===== src/rtl/mem_addr_seq.sv =====
// mem_addr_seq: registered memory-address source selector for the multicycle
// datapath, with a multi-cycle exception-vector fetch.
//
// Normal access: in IDLE, addr_req_i loads source sel_i from src_bus_i into
// mem_addr_o and holds it with mem_req_o high until mem_ready_i.
// Exception: exc_req_i latches a pending code in any state. From IDLE, a
// pending exception issues VEC_BYTES consecutive byte addresses starting at
// VEC_BASE + code*VEC_BYTES. It assembles the returned bytes little-endian
// into vec_data_o and pulses vec_valid_o for one cycle.
//
// Optional build macro: MEM_ADDR_SEQ_BADSEL_TRAP_EN
//   defined   : sel_i >= N_SRC with addr_req_i pulses err_o, no access issued
//   undefined : sel_i >= N_SRC selects source 0
//
// Ports:
//   clk_i, reset_i        clock, synchronous active-high reset
//   sel_i, src_bus_i      source index and packed sources (slot i at i*WIDTH)
//   addr_req_i            normal access request (level, sampled in IDLE)
//   exc_req_i, exc_code_i exception pulse and code
//   mem_ready_i           memory accepted current address
//   mem_rdata_i           returned byte during vector fetch
//   mem_addr_o, mem_req_o registered address / address valid
//   busy_o                not IDLE or exception pending
//   vec_valid_o, vec_data_o  assembled handler address, one-cycle valid
//   err_o                 one-cycle pulse on a rejected request
module mem_addr_seq #(
  parameter int WIDTH     = 32,
  parameter int N_SRC     = 3,
  parameter int SEL_W     = 2,
  parameter int VEC_BASE  = 253,
  parameter int VEC_BYTES = 1,
  parameter int N_EXC     = 3
) (
  input  logic                   clk_i,
  input  logic                   reset_i,
  input  logic [SEL_W-1:0]       sel_i,
  input  logic [N_SRC*WIDTH-1:0] src_bus_i,
  input  logic                   addr_req_i,
  input  logic                   exc_req_i,
  input  logic [1:0]             exc_code_i,
  input  logic                   mem_ready_i,
  input  logic [7:0]             mem_rdata_i,
  output logic [WIDTH-1:0]       mem_addr_o,
  output logic                   mem_req_o,
  output logic                   busy_o,
  output logic                   vec_valid_o,
  output logic [WIDTH-1:0]       vec_data_o,
  output logic                   err_o
);

  localparam int CNT_W = $clog2(VEC_BYTES) + 1;
  localparam logic [WIDTH-1:0] VEC_BASE_W  = WIDTH'(VEC_BASE);
  localparam logic [WIDTH-1:0] VEC_BYTES_W = WIDTH'(VEC_BYTES);
  localparam logic [CNT_W-1:0] LAST_BYTE   = CNT_W'(VEC_BYTES - 1);

  typedef enum logic [1:0] {IDLE, NORM, VEC, DONE} state_e;

  state_e           state_q, state_d;
  logic [WIDTH-1:0] addr_q, addr_d;
  logic             req_q, req_d;
  logic             vvld_q, vvld_d;
  logic [WIDTH-1:0] vdata_q, vdata_d;
  logic             err_q, err_d;
  logic             pend_q, pend_d;
  logic [1:0]       pcode_q, pcode_d;
  logic [CNT_W-1:0] cnt_q, cnt_d;
  logic [WIDTH-1:0] src_sel;

  // Source mux; out-of-range indices fall back to slot 0.
  always_comb begin
    src_sel = src_bus_i[0 +: WIDTH];
    for (int i = 1; i < N_SRC; i++) begin
      if (sel_i == SEL_W'(i)) src_sel = src_bus_i[i*WIDTH +: WIDTH];
    end
  end

  always_comb begin
    state_d = state_q;
    addr_d  = addr_q;
    req_d   = req_q;
    vvld_d  = 1'b0;
    vdata_d = vdata_q;
    err_d   = 1'b0;
    pend_d  = pend_q;
    pcode_d = pcode_q;
    cnt_d   = cnt_q;

    unique case (state_q)
      IDLE: begin
        if (pend_q) begin
          pend_d = 1'b0;
          if (int'(pcode_q) >= N_EXC) begin
            err_d = 1'b1;
          end else begin
            addr_d  = VEC_BASE_W + WIDTH'(pcode_q) * VEC_BYTES_W;
            cnt_d   = '0;
            vdata_d = '0;
            req_d   = 1'b1;
            state_d = VEC;
          end
        end else if (addr_req_i) begin
`ifdef MEM_ADDR_SEQ_BADSEL_TRAP_EN
          if (int'(sel_i) >= N_SRC) begin
            err_d = 1'b1;
          end else begin
            addr_d  = src_sel;
            req_d   = 1'b1;
            state_d = NORM;
          end
`else
          addr_d  = src_sel;
          req_d   = 1'b1;
          state_d = NORM;
`endif
        end
      end
      NORM: begin
        if (mem_ready_i) begin
          req_d   = 1'b0;
          state_d = IDLE;
        end
      end
      VEC: begin
        if (mem_ready_i) begin
          vdata_d[8*cnt_q +: 8] = mem_rdata_i;
          cnt_d  = cnt_q + 1'b1;
          addr_d = addr_q + 1'b1;
          if (cnt_q == LAST_BYTE) begin
            req_d   = 1'b0;
            vvld_d  = 1'b1;  // high for exactly the DONE cycle
            state_d = DONE;
          end
        end
      end
      DONE: state_d = IDLE;
      default: state_d = IDLE;
    endcase

    // A new exception overrides any clear above, so a pulse arriving on the
    // cycle the previous one is consumed is not lost; last code wins.
    if (exc_req_i) begin
      pend_d  = 1'b1;
      pcode_d = exc_code_i;
    end
  end

  always_ff @(posedge clk_i) begin
    if (reset_i) begin
      state_q <= IDLE;
      addr_q  <= '0;
      req_q   <= 1'b0;
      vvld_q  <= 1'b0;
      vdata_q <= '0;
      err_q   <= 1'b0;
      pend_q  <= 1'b0;
      pcode_q <= '0;
      cnt_q   <= '0;
    end else begin
      state_q <= state_d;
      addr_q  <= addr_d;
      req_q   <= req_d;
      vvld_q  <= vvld_d;
      vdata_q <= vdata_d;
      err_q   <= err_d;
      pend_q  <= pend_d;
      pcode_q <= pcode_d;
      cnt_q   <= cnt_d;
    end
  end

  assign mem_addr_o  = addr_q;
  assign mem_req_o   = req_q;
  assign busy_o      = (state_q != IDLE) | pend_q;
  assign vec_valid_o = vvld_q;
  assign vec_data_o  = vdata_q;
  assign err_o       = err_q;

endmodule


===== config.mk =====
export PLATFORM = sky130hd
export DESIGN_NAME = mem_addr_seq
export DESIGN_NICKNAME = d
export VERILOG_FILES = /design/src/rtl/mem_addr_seq.sv
export SDC_FILE = /design/constraint.sdc
export NUM_CORES = 1
export LEC_CHECK = 0
export CORE_ASPECT_RATIO = 0.9
export CORE_MARGIN = 2
export CORE_UTILIZATION = 44
export DETAILED_ROUTE_END_ITERATION = 12
export PLACE_DENSITY = 0.94
export RECOVER_POWER = 50
export SLEW_MARGIN = 20
export SYNTH_ARGS = -nofsm -noshare
export SYNTH_HDL_FRONTEND = slang
export SYNTH_SLANG_ARGS = --single-unit

===== constraint.sdc =====
create_clock -name clk_i -period 2.3 [get_ports clk_i]
set_input_delay 0.575 -clock clk_i [delete_from_list [all_inputs] [get_ports clk_i]]
set_output_delay 0.575 -clock clk_i [all_outputs]
set_load 0.05 [all_outputs]

---- After elaboration in Yosys (flattened, before gate mapping) ----
Index checks and enable logic that the tools add are counted.
word-level totals
  register bits after elaboration ......... 73
  logic and storage cells ................. 78
  input bits .............................. 113
  output and inout port bits .............. 68
operators by class
  add/subtract/negate cells ............... 4
  equal/unequal tests ..................... 12
  $lt $le $gt $ge ......................... 1
  muxes and demuxes ....................... 34
  bitwise operators ....................... 5
  shift operators ......................... 2
  reduce and logical (&&, ||, !) cells .... 11
operator list
  cell                                                                      number
  32-bit two-way mux                                                        9
  32-bit case mux with 2 select lines                                       2
  4-bit negator with 34-bit output                                          1
  8-bit by 34-bit variable shift with 32-bit output (first input constant)  1
  8-bit by 34-bit indexed part select with 32-bit output                    1
  32-bit by 1-bit adder with 32-bit output (second input constant)          1
  32-bit bitwise mux                                                        1
  1-bit two-way mux                                                         13
  2-bit two-way mux                                                         6
  2-bit != test (second input constant)                                     5
  8-bit by 2-bit adder with 9-bit output (first input constant)             1
  2-bit case mux with 4 select lines                                        1
  4-bit AND reduction                                                       2
  2-bit == test (second input constant)                                     3
  3-bit != test (second input constant)                                     2
  6-bit AND reduction                                                       1
  2-bit nonzero test                                                        3
  3-bit OR reduction                                                        2
  5-bit AND reduction                                                       1
  2-bit by 1-bit == test with 1-bit output (second input constant)          2
  1-bit NOT                                                                 4
  1-bit case mux with 3 select lines                                        1
  3-bit nonzero test                                                        1
  2-bit greater-or-equal comparator (second input constant)                 1
  4 further kinds                                                           4

---- Longest topological paths before layout ----
  word-level depth ........................ 6
  depth in mapped cells ................... 10
  gate-level depth less buffers ........... 7

---- Worst setup path after synthesis ----
No wires, ideal clock.
  path kind ............................... register to register
  from .................................... reg addr_q[20], in the netlist mem_addr_o[20]
  to ...................................... reg addr_q[31], in the netlist mem_addr_o[31]
  cell stages (with the launch flop) ...... 6
  arrival ................................. 2251 ps
  slack ................................... -80 ps
  data required time ...................... 2171 ps
  path through ............................ dfxtp_1 nand4_2 or4_4 or4_4 o221ai_2 o221ai_2
between the ends
  cells in the longest elaborated chain, start to end .. 3
ends and longest elaborated chain
  element                                   line  text
  start, declared                           59    logic [WIDTH-1:0] addr_q, addr_d;
  start signal, assigned                    160   addr_q <= addr_d;
  32-bit by 1-bit adder with 32-bit output  127   addr_d = addr_q + 1'b1;
  32-bit two-way mux                        124   if (mem_ready_i) begin
  32-bit case mux with 2 select lines       88    unique case (state_q)
Every way passes these cells. The select of a mux whose other input is x is not followed.
A chain may end at the register's enable or synchronous reset.

---- Worst setup path in the final report ----
  from .................................... reg state_q[0]
  to ...................................... reg addr_q[22], in the netlist mem_addr_o[22]
between the ends
  cells in the longest elaborated chain, start to end .. 3
  elaborated cells between the ends (all ways) .. 8
  those cells by class .................... eq/ne (4); mux (1); reduce/logical (3)
ends and longest elaborated chain
  element                                                       line  text
  start, declared                                               58    state_e state_q, state_d;
  start signal, assigned                                        159   state_q <= state_d;
  2-bit == test or 2-bit logical NOT (tied branches)            88
  2-bit != test (no source line), or another cell as far along  n/a
  4-bit AND reduction (no source line)                          n/a
Several ways; a longest one is shown, not always the timed one.

==> qor.log <==
INFO  route          post-route-drc-count=0
INFO  job            count_of_max_cap_constraint_violations=0
INFO  logic_synthesis biggest_area_consumer_among_synthesized_cells=sky130_fd_sc_hd__dfxtp_1
INFO  grt            grt_start_max_net_pins=30
INFO  logic_synthesis synthArstFlopShare=0
INFO  route          post_drt_via_cell_ratio=6.04
INFO  grt            grt_overflow_total=0
INFO  logic_synthesis ys_seq_area_frac=0.269
INFO  final_layout   postLayoutCellArea=6250um2
INFO  run_status     violations=negative setup slack
INFO  logic_synthesis yosys_register_bits=57
INFO  final_layout   area_growth_syn_to_layout=47.2%
INFO  power          peakVddDrop=0.851mV
INFO  floorplan      core-area=9530um2
INFO  route          antenna_left=0
INFO  setup_path     crit_required=2.56ns
INFO  timing         count_of_endpoints_failing_hold_in_the_final_timing_report=0
INFO  logic_synthesis mappedNetlistArea=4250um2
INFO  placement      detailed_place_hpwl=11800um
INFO  grt            antenna_found_initial=0
INFO  logic_synthesis synth_edf_count=0
INFO  placement      place.port_buffers=164
INFO  floorplan      die_width=108um
INFO  floorplan      ioPinCount=181
INFO  timing         slew_headroom=0.471
INFO  floorplan      die_height=97.2um
INFO  route          pre_antenna_drt_iters=6
INFO  logic_synthesis synth.lib_cells_used.distinct=56
INFO  clock_tree     insertion_delay=0.35ns
INFO  power          static-leakage-power=2.37nW
INFO  timing         finalSetupViolations=2
INFO  clock_tree     tritoncts=built
INFO  grt            first_global_vias=4924
INFO  timing         worstMarginPinSlew=0.791ns
INFO  timing         summed_negative_setup_slack_over_all_endpoints=-0.124ns
INFO  power          power=6.49mW
INFO  logic_synthesis synth.most_common_cell=sky130_fd_sc_hd__dfxtp_1
INFO  hold_path      hold_path_class=register to register
INFO  clock_tree     worst_setup_hold_path_clk_slew=0.07ns
INFO  clock_tree     cts_buffer_depth=2
INFO  final_layout   layoutNonFillerInstCount=844
INFO  setup_path     cp-start-kind=register
INFO  final_layout   nNetsFinal=832
INFO  logic_synthesis synth_warnings=0
INFO  setup_path     crit_fanout=14
INFO  grt            grtUsageTotal=0.293
INFO  grt            global_route_wire_length_before_repair=24800um
INFO  setup_path     setup.worst_path.end_class=register
INFO  timing         fin_skew=0.00786ns
INFO  logic_synthesis synth_ff_type=sky130_fd_sc_hd__dfxtp_1
INFO  timing         slew_viol_final=0
INFO  final_layout   final_layout_size_suffix_gt1_frac=0.111
INFO  route          vias=5094
INFO  final_layout   inserted_diodes=0
INFO  timing         fin_crit=2.40ns
INFO  grt            grtUsageMet3=0.0858
INFO  placement      dp.cells=828
INFO  logic_synthesis synthTopCellsByArea=sky130_fd_sc_hd__dfxtp_1 27%, sky130_fd_sc_hd__mux2i_1 9.4%, sky130_fd_sc_hd__a211oi_1 7.8%
INFO  timing         finalHoldWorstSlack=0.494ns
INFO  final_layout   final_core_util=0.656
INFO  route          route.detailed.wl_per_inst=18.7um
INFO  route          finalWirelength=15800um
INFO  power          power.density_cell_area=1040nW/um2
INFO  clock_tree     cts_inserted_buffers=9
INFO  setup_path     critPathKind=register to register
INFO  floorplan      initial_utilization=0.446
INFO  floorplan      design.die.area=10500um2
INFO  clock_tree     postCtsSetupBuffers=0
INFO  clock_tree     cts_root_buf=sky130_fd_sc_hd__clkbuf_8
INFO  logic_synthesis synthTopCellsByCount=57 x sky130_fd_sc_hd__dfxtp_1, 44 x sky130_fd_sc_hd__a211oi_1, 44 x sky130_fd_sc_hd__nor2_1
INFO  logic_synthesis synthDominantCellAreaShare=0.269
INFO  logic_synthesis synth_cells=547
INFO  timing         unrepaired_setup_endpoints_after_global_routing=yes
INFO  logic_synthesis syn_area_per_cell=7.77um2
INFO  grt            gr-usage-met1=0.365
INFO  timing         clock.fmax=416MHz
INFO  grt            top_usage_layer=met2
INFO  placement      place_worst_setup_slack=-0.413ns
INFO  floorplan      row_count=34
INFO  run_status     status=finished, violations left
INFO  timing         post-route-worst-setup-slack=-0.104ns
INFO  grt            grtUsageMet2=0.481
INFO  clock_tree     cts_sinks=57
INFO  setup_path     cp_data_arrival_time=2.66ns
INFO  placement      gpl.final_weighted_congestion=0.918
INFO  route          drt_iter0_markers=551
INFO  placement      place_area=6100um2
INFO  clock_tree     htreeDepth=3
INFO  timing         layout_worst_path_cycle_share=1.05
## flip-flops by register name (all words and copies together), names as in the netlist
name / count
err_o: 1
pcode_q: 2
mem_req_o: 1
vec_data_o: 16
vec_valid_o: 1
mem_addr_o: 32
pend_q: 1
cnt_q: 1
state_q: 2
## layout make-up
| type | instances | area [um2] |
|---|---|---|
| Fill cell | 811 | 3280 |
| Multi-Input combinational cell | 430 | 2820 |
| Timing Repair Buffer | 204 | 1880 |
| Sequential cell | 57 | 1150 |
| Tap cell | 126 | 158 |
| Clock buffer | 9 | 124 |
| Clock inverter | 7 | 78.8 |
| Inverter | 11 | 41.3 |
## worst max-delay path, stage by stage, from the launching register on
cell and delay [ns]:
sky130_fd_sc_hd__dfxtp_1 0.39, sky130_fd_sc_hd__inv_1 0.10, sky130_fd_sc_hd__ha_1 0.25, sky130_fd_sc_hd__buf_4 0.18
sky130_fd_sc_hd__or2_2 0.42, sky130_fd_sc_hd__a2111oi_1 0.68, sky130_fd_sc_hd__a21oi_1 0.12, sky130_fd_sc_hd__o22ai_1 0.18
## report_power, final
part           internal (mW)  switching (mW)
Sequential              1.26           0.392
Clock                  0.508           0.466
Combinational           1.33            2.54
## logic make-up (layout without fill, tap and decap cells)
logic type / count (synthesis) / in the layout / synth area share
AND/OR/NAND/NOR: 185 / 185 / 0.235
AO/OA/AOI/OAI: 171 / 171 / 0.272
buffers and inverters: 75 / 231 / 0.0828
flip-flops: 57 / 57 / 0.269
multiplexers: 47 / 47 / 0.113
adder cells (fa/ha/maj): 6 / 6 / 0.0177
XOR/XNOR: 5 / 5 / 0.0103
other: 1 / 16 / 0.000883
## per-layer routing
layer	up-vias	share of wire
met5	-	0
met4	0	0.027
met3	51	0.11
met2	305	0.47
met1	2374	0.39
li1	2364	-
## repair_timing
item | 4_1_cts | 5_1_grt
setup endpoints to repair | 3 | 19
hold buffers | 0 | 0
gates cloned | 0 | 0
gates resized for setup | 2 | 6
## final timing paths
kind	startpoint	endpoint	slack (ns)	cells after the start
min reg2reg	mem_req_o$_SDFFE_PP0P_	mem_req_o$_SDFFE_PP0P_	0.49	2
min	mem_req_o$_SDFFE_PP0P_	mem_req_o$_SDFFE_PP0P_	0.49	2
max	state_q[0]$_SDFFE_PP0P_	mem_addr_o[22]$_SDFFE_PP0P_	-0.10	7
max reg2reg	state_q[0]$_SDFFE_PP0P_	mem_addr_o[22]$_SDFFE_PP0P_	-0.10	7
## cells in the final DEF (no fill, tap or decap), types with 26 or more instances in the layout
cell                              netlist  layout
sky130_fd_sc_hd__nor2b_1               27      27
sky130_fd_sc_hd__mux2i_1               40      40
sky130_fd_sc_hd__dfxtp_1               57      52
sky130_fd_sc_hd__nand2_1               28      28
sky130_fd_sc_hd__nor2_1                44      44
sky130_fd_sc_hd__a21oi_1               40      39
sky130_fd_sc_hd__o21ai_0               26      26
sky130_fd_sc_hd__a211oi_1              44      43
sky130_fd_sc_hd__clkdlybuf4s50_1        0     132
sky130_fd_sc_hd__buf_4                 16      34
(Power assumes the default switching activity.)
